==> src/rtl/ksa29_burst_accumulator_if.sv <==
// ksa29_burst_accumulator_if: beat input and result output bundle for the burst accumulator
// in_valid/in_ready/in_data/in_last: 29-bit operand stream; in_last closes a burst
// out_valid/out_ready/out_sum/out_count/out_ovf: burst total {hi,lo}, beat count, wrap flag
interface ksa29_burst_accumulator_if #(parameter int CNTW = 8) ();
  logic in_valid;
  logic in_ready;
  logic [28:0] in_data;
  logic in_last;
  logic out_valid;
  logic out_ready;
  logic [28+CNTW:0] out_sum;
  logic [CNTW:0] out_count;
  logic out_ovf;
  modport slave (input in_valid, in_data, in_last, out_ready, output in_ready, out_valid, out_sum, out_count, out_ovf);
  modport master (output in_valid, in_data, in_last, out_ready, input in_ready, out_valid, out_sum, out_count, out_ovf);
endinterface

==> src/rtl/ksa29_burst_accumulator.sv <==
// ksa29_burst_accumulator: sums a burst of 29-bit words through a 29-bit Kogge-Stone core
// CLK/RST: clock and asynchronous active-high reset
// bus (slave): beat stream in, {hi,lo} total with beat count and overflow flag out
module ksa29 (
  input  logic [28:0] x,
  input  logic [28:0] y,
  input  logic        ci,
  output logic [29:0] s
);
  logic [28:0] g [6];
  logic [28:0] p [6];
  logic [28:0] c;
  assign g[0] = x & y;
  assign p[0] = x ^ y;
  for (genvar l = 0; l < 5; l++) begin : g_lvl
    for (genvar i = 0; i < 29; i++) begin : g_bit
      if (i >= (1 << l)) begin : g_op
        assign g[l+1][i] = g[l][i] | (p[l][i] & g[l][i-(1<<l)]);
        assign p[l+1][i] = p[l][i] & p[l][i-(1<<l)];
      end else begin : g_pass
        assign g[l+1][i] = g[l][i];
        assign p[l+1][i] = p[l][i];
      end
    end
  end
  assign c = g[5] | (p[5] & {29{ci}});
  assign s = {c[28], p[0] ^ {c[27:0], ci}};
endmodule

module ksa29_burst_accumulator #(parameter int CNTW = 8) (
  input logic CLK,
  input logic RST,
  ksa29_burst_accumulator_if.slave bus
);
  typedef enum logic [1:0] {IDLE, ACC, DONE} state_t;
  localparam logic [CNTW:0] SAT = (CNTW+1)'((1 << CNTW) + 1);
  state_t state_q, state_d;
  logic [28:0] lo_q, lo_d;
  logic [CNTW-1:0] hi_q, hi_d;
  logic [CNTW:0] cnt_q, cnt_d;
  logic ovf_q, ovf_d;
  logic rdy_q, rdy_d;
  logic acc, clr;
  logic [29:0] s;
  ksa29 u_ksa (.x(lo_q), .y(bus.in_data), .ci(1'b0), .s(s));
  // in_ready is registered from the next state so it is low during reset and never follows out_ready
  always_comb begin
    acc = rdy_q & bus.in_valid;
    clr = (state_q == DONE) & bus.out_ready;
    lo_d = clr ? '0 : acc ? s[28:0] : lo_q;
    hi_d = clr ? '0 : acc ? hi_q + CNTW'(s[29]) : hi_q;
    cnt_d = clr ? '0 : (acc && cnt_q != SAT) ? cnt_q + (CNTW+1)'(1) : cnt_q;
    ovf_d = clr ? 1'b0 : ovf_q | (acc & cnt_q[CNTW]);
    state_d = clr ? IDLE : acc ? (bus.in_last ? DONE : ACC) : state_q;
    rdy_d = state_d != DONE;
  end
  always_ff @(posedge CLK or posedge RST)
    if (RST) begin
      state_q <= IDLE;
      lo_q <= '0;
      hi_q <= '0;
      cnt_q <= '0;
      ovf_q <= 1'b0;
      rdy_q <= 1'b0;
    end else begin
      state_q <= state_d;
      lo_q <= lo_d;
      hi_q <= hi_d;
      cnt_q <= cnt_d;
      ovf_q <= ovf_d;
      rdy_q <= rdy_d;
    end
  assign bus.in_ready = rdy_q;
  assign bus.out_valid = state_q == DONE;
  assign bus.out_sum = {hi_q, lo_q};
  assign bus.out_count = cnt_q;
  assign bus.out_ovf = ovf_q;
endmodule
==> src/flat_wrapper.sv <==
// flat-port wrapper written by rule: the top's interface ports become plain ports
module ksa29_burst_accumulator_flat 
#(parameter int CNTW = 8)
  (CLK, RST, bus_in_valid, bus_in_data, bus_in_last, bus_out_ready, bus_in_ready, bus_out_valid, bus_out_sum, bus_out_count, bus_out_ovf);
  ksa29_burst_accumulator_if #(.CNTW(CNTW)) bus_i ();
  input logic CLK;
  input logic RST;
  input wire logic [$bits(bus_i.in_valid)-1:0] bus_in_valid;
  input wire logic [$bits(bus_i.in_data)-1:0] bus_in_data;
  input wire logic [$bits(bus_i.in_last)-1:0] bus_in_last;
  input wire logic [$bits(bus_i.out_ready)-1:0] bus_out_ready;
  output wire logic [$bits(bus_i.in_ready)-1:0] bus_in_ready;
  output wire logic [$bits(bus_i.out_valid)-1:0] bus_out_valid;
  output wire logic [$bits(bus_i.out_sum)-1:0] bus_out_sum;
  output wire logic [$bits(bus_i.out_count)-1:0] bus_out_count;
  output wire logic [$bits(bus_i.out_ovf)-1:0] bus_out_ovf;
  assign bus_i.in_valid = bus_in_valid;
  assign bus_i.in_data = bus_in_data;
  assign bus_i.in_last = bus_in_last;
  assign bus_i.out_ready = bus_out_ready;
  assign bus_in_ready = bus_i.in_ready;
  assign bus_out_valid = bus_i.out_valid;
  assign bus_out_sum = bus_i.out_sum;
  assign bus_out_count = bus_i.out_count;
  assign bus_out_ovf = bus_i.out_ovf;
  ksa29_burst_accumulator #(.CNTW(CNTW)) u_core (.CLK(CLK), .RST(RST), .bus(bus_i));
endmodule
==> config.mk <==
export PLATFORM = sky130hd
export DESIGN_NAME = ksa29_burst_accumulator_flat
export DESIGN_NICKNAME = d
export VERILOG_FILES = /design/src/rtl/ksa29_burst_accumulator_if.sv /design/src/rtl/ksa29_burst_accumulator.sv /design/src/flat_wrapper.sv
export SDC_FILE = /design/constraint.sdc
export NUM_CORES = 1
export LEC_CHECK = 0
export ABC_AREA = 1
export CAP_MARGIN = 30
export CORE_MARGIN = 5
export CORE_UTILIZATION = 55
export CTS_BUF_LIST = sky130_fd_sc_hd__clkbuf_4 sky130_fd_sc_hd__clkbuf_8
export CTS_CLUSTER_SIZE = 8
export DETAILED_ROUTE_END_ITERATION = 8
export HOLD_SLACK_MARGIN = 0.15
export PLACE_DENSITY_LB_ADDON = 0.3
export SYNTH_ARGS = -nofsm -noshare
export SYNTH_HDL_FRONTEND = slang
export SYNTH_SLANG_ARGS = --single-unit
==> constraint.sdc <==
create_clock -name CLK -period 3.05 [get_ports CLK]
set_input_delay 0.7625 -clock CLK [delete_from_list [all_inputs] [get_ports CLK]]
set_output_delay 0.7625 -clock CLK [all_outputs]
set_load 0.05 [all_outputs]
==> flow_summary.json <==
{
  "critPathMaxStageDelay_ns": 0.42,
  "num-nets-final": 905,
  "cp.arrival_ns": 3.21,
  "first_global_vias": 4755,
  "crit_fanout": 3,
  "fin_tns_setup_ns": 0,
  "finalCriticalPeriod_ns": 2.97,
  "core_mm2": 0.00773,
  "crit_top_cell": "nand2_1",
  "drc_errors": 0,
  "gp_congestion": 0.913,
  "holdBufCountCts": 0,
  "finalHoldViolations": 0,
  "drt_iter0_drc": 207,
  "yosysWarningCount": 0,
  "grt_max_degree": 20,
  "p_total_mw": 6.35,
  "h-tree-depth": 2,
  "ios": 83,
  "power_density_mw_per_mm2": 1030,
  "syn_area_per_cell_um2": 6.32,
  "fmax_mhz": 337,
  "fin_ws_ns": 0.0791,
  "worstSetupPathType": "in2reg",
  "fin_skew_ns": 0.00740,
  "postSynthCellCount": 689,
  "antenna_cells": 0,
  "yosysSeqAreaShare": 0.288,
  "rows": 32,
  "antenna_found_initial": 0,
  "cp-start-kind": "input pin",
  "dpl_worst_slack_ns": -0.321,
  "clock-root-buffer": "clkbuf_8",
  "yosysUniqueCellTypes": 36,
  "slew_violations": 0,
  "p_leak_nw": 3.42,
  "routedWlPerCell_um": 13.8,
  "swShare": 0.538,
  "clk_pin_slew_ns": 0.11,
  "io_buffer_count": 82,
  "routed_wl_mm": 12.9,
  "initial_utilization": 0.563,
  "p_switching_mw": 3.42,
  "worst_ep_required_time_ns": 3.29,
  "slew_headroom": 0.649,
  "ir_worst_vdd_mv": 0.757,
  "areaGrowthSynthToFinish_pct": 41.2,
  "vias": 4862,
  "cts_buffer_depth": 2,
  "die_w_um": 99.0,
  "grt_pass1_wl_mm": 21.1,
  "pwr-share-comb": 0.739,
  "synth_seq_cells": 50,
  "sequentialPowerShare": 0.189,
  "finalSetupViolations": 0,
  "drv_cap": 0,
  "detail_route.first_pass.iterations": 5,
  "crit_path_top_delay_cell": "clkdlybuf4s50_1",
  "syn-num-nets": 757,
  "status": "finished, final reports clean",
  "syn_area_mm2": 0.00435,
  "synthArstFlopShare": 1.00,
  "intPower_mw": 2.93,
  "cts_sinks": 50,
  "dp_hpwl_mm": 10.0,
  "hp-class": "reg2reg",
  "cp_cell_sequence": "clkdlybuf4s50_1 > ha_1 > nand2_1 > nand2_1 > nand2_1 > nand2_1 > nand2_1 > nand3_2 > nand2_2 > nand3_2 > nand4_1 > nand2_1 > ha_2 > nand2_1 > nor3_2 > nand3_1 > inv_1 > a21oi_1 > nor3_1",
  "synth-edff-count": 0,
  "dieArea_mm2": 0.00979,
  "synthFlopType": "dfrtp_1",
  "clkPwrFrac": 0.072,
  "cts_tree": "built",
  "drive_gt1_frac": 0.174,
  "cts_buffers": 5,
  "clk_latency_ns": 0.32,
  "fin_crit_sh": 0.974,
  "grt_util_all_layers": 0.259,
  "worst_pin_slew_ns": 0.524,
  "postRouteAntennaNets": 0,
  "overflow": 0,
  "avgViaCountPerCell": 5.17,
  "cp-end-kind": "flip-flop",
  "die_h_um": 99.0
}
layout make-up:
cell class / instances / area (um2)
Sequential cell: 50 / 1250
Fill cell: 557 / 1580
Timing Repair Buffer: 149 / 1350
Tap cell: 102 / 128
Clock buffer: 5 / 68.8
Inverter: 115 / 432
Clock inverter: 3 / 28.8
Multi-Input combinational cell: 516 / 2880
cell usage in the layout, fill, tap and decap left out, types with 2 or more instances in the layout:
| cell type | n |
|---|---|
| nand2_1 | 263 |
| inv_1 | 111 |
| clkdlybuf4s50_1 | 70 |
| buf_4 | 67 |
| dfrtp_1 | 50 |
| nor2_1 | 42 |
| nand3_1 | 36 |
| a21oi_1 | 30 |
| ha_1 | 17 |
| nand2_2 | 16 |
| o21ai_0 | 15 |
| ha_4 | 15 |
| nor2_2 | 12 |
| dlymetal6s2s_1 | 12 |
| nand4_1 | 10 |
| nand3_2 | 9 |
| o21ai_1 | 9 |
| xor2_1 | 7 |
| clkbuf_8 | 5 |
| inv_2 | 4 |
| nor2_4 | 3 |
| nor3_1 | 3 |
| a22o_1 | 3 |
| or2_2 | 3 |
| o21ai_2 | 2 |
| and2_1 | 2 |
| nand2_4 | 2 |
| a32o_1 | 2 |
per-layer routing:
layer  GRT usage  wire (um)
met1       0.330       5660
met3      0.0410        648
met4      0.0767        259
met5           0          0
met2       0.452       6380
power groups by stage:
stage / Clock, mW / Combinational [mW] / Sequential (mW)
after floorplan: 0 / 2.00 / 1.96
after global placement: 0 / 4.34 / 1.14
after detailed placement: 0 / 4.43 / 1.16
after CTS: 0.457 / 4.46 / 1.15
after global routing: 0.493 / 5.12 / 1.24
final: 0.456 / 4.69 / 1.20
cell families after synthesis:
group / synth area share
simple gates: 0.398
buf+inv: 0.110
xor+xnor: 0.0161
flops: 0.288
fa+ha+maj: 0.0995
compound gates: 0.0891
path summary, 6_finish.rpt:
check	start	to	slack (ns)	depth (start not counted)
worst max register to register	u_core.lo_q[11]	u_core.hi_q[7]	0.51	16
worst min register to register	u_core.hi_q[3]	u_core.hi_q[3]	0.52	1
worst min-delay path	u_core.hi_q[3]	u_core.hi_q[3]	0.52	1
worst max-delay path	bus_in_data[2]	u_core.hi_q[7]	0.08	19
max in group asynchronous	RST	u_core.bus.out_count[4]	1.71	3
min in group asynchronous	RST	u_core.lo_q[4]	0.75	2
Yosys cell counts (2+ instances only):
master | number | area, um2
o21ai_0 | 16 | 80.1
nand3_1 | 36 | 180
nand2_2 | 5 | 31.3
ha_1 | 33 | 413
nand3_2 | 9 | 90.1
a22o_1 | 3 | 26.3
o21ai_2 | 2 | 17.5
buf_2 | 6 | 30.0
nor3_1 | 4 | 20.0
nor2_1 | 47 | 176
inv_1 | 114 | 428
nand2_4 | 2 | 22.5
or2_2 | 3 | 18.8
o21ai_1 | 8 | 40.0
a21oi_1 | 31 | 155
nand2_1 | 274 | 1030
and2_1 | 2 | 12.5
a32o_1 | 2 | 20.0
dfrtp_1 | 50 | 1250
buf_4 | 2 | 15.0
nor2_2 | 10 | 62.6
xor2_1 | 7 | 61.3
nand4_1 | 10 | 62.6
critical path, delay by kind of cell:
family | cells | cell delay (ns)
buffers and inverters | 2 | 0.53
AND/OR/NAND/NOR | 14 | 1.36
adder cells (fa/ha/maj) | 2 | 0.50
AO/OA/AOI/OAI | 1 | 0.08
registers in the layout, indices dropped and copies added, names as in the netlist:
register and count:
u_core.bus.out_ovf 1, u_core.bus.out_count 9, u_core.state_q 2, u_core.hi_q 8, u_core.bus.in_ready 1, u_core.lo_q 29
what timing repair did:
item | in CTS | in global routing
resized for setup | 1 | 52
pin swaps | 0 | 13
endpoints found under the setup margin | 1 | 6
buffers inserted | 0 | 2
through the flow:
stage | utilization | std cells | hold WS, ns | instance area [um2]
after floorplan | - | 689 | 0.578 | 4350
after global placement | 0.743 | 930 | 0.485 | 5740
after detailed placement | 0.743 | 930 | 0.496 | 5740
after CTS | 0.756 | 938 | 0.515 | 5840
after global routing | 0.795 | 940 | 0.527 | 6140
final | 0.795 | 940 | 0.521 | 6140
Note: power is estimated with default switching activity, not from simulation.
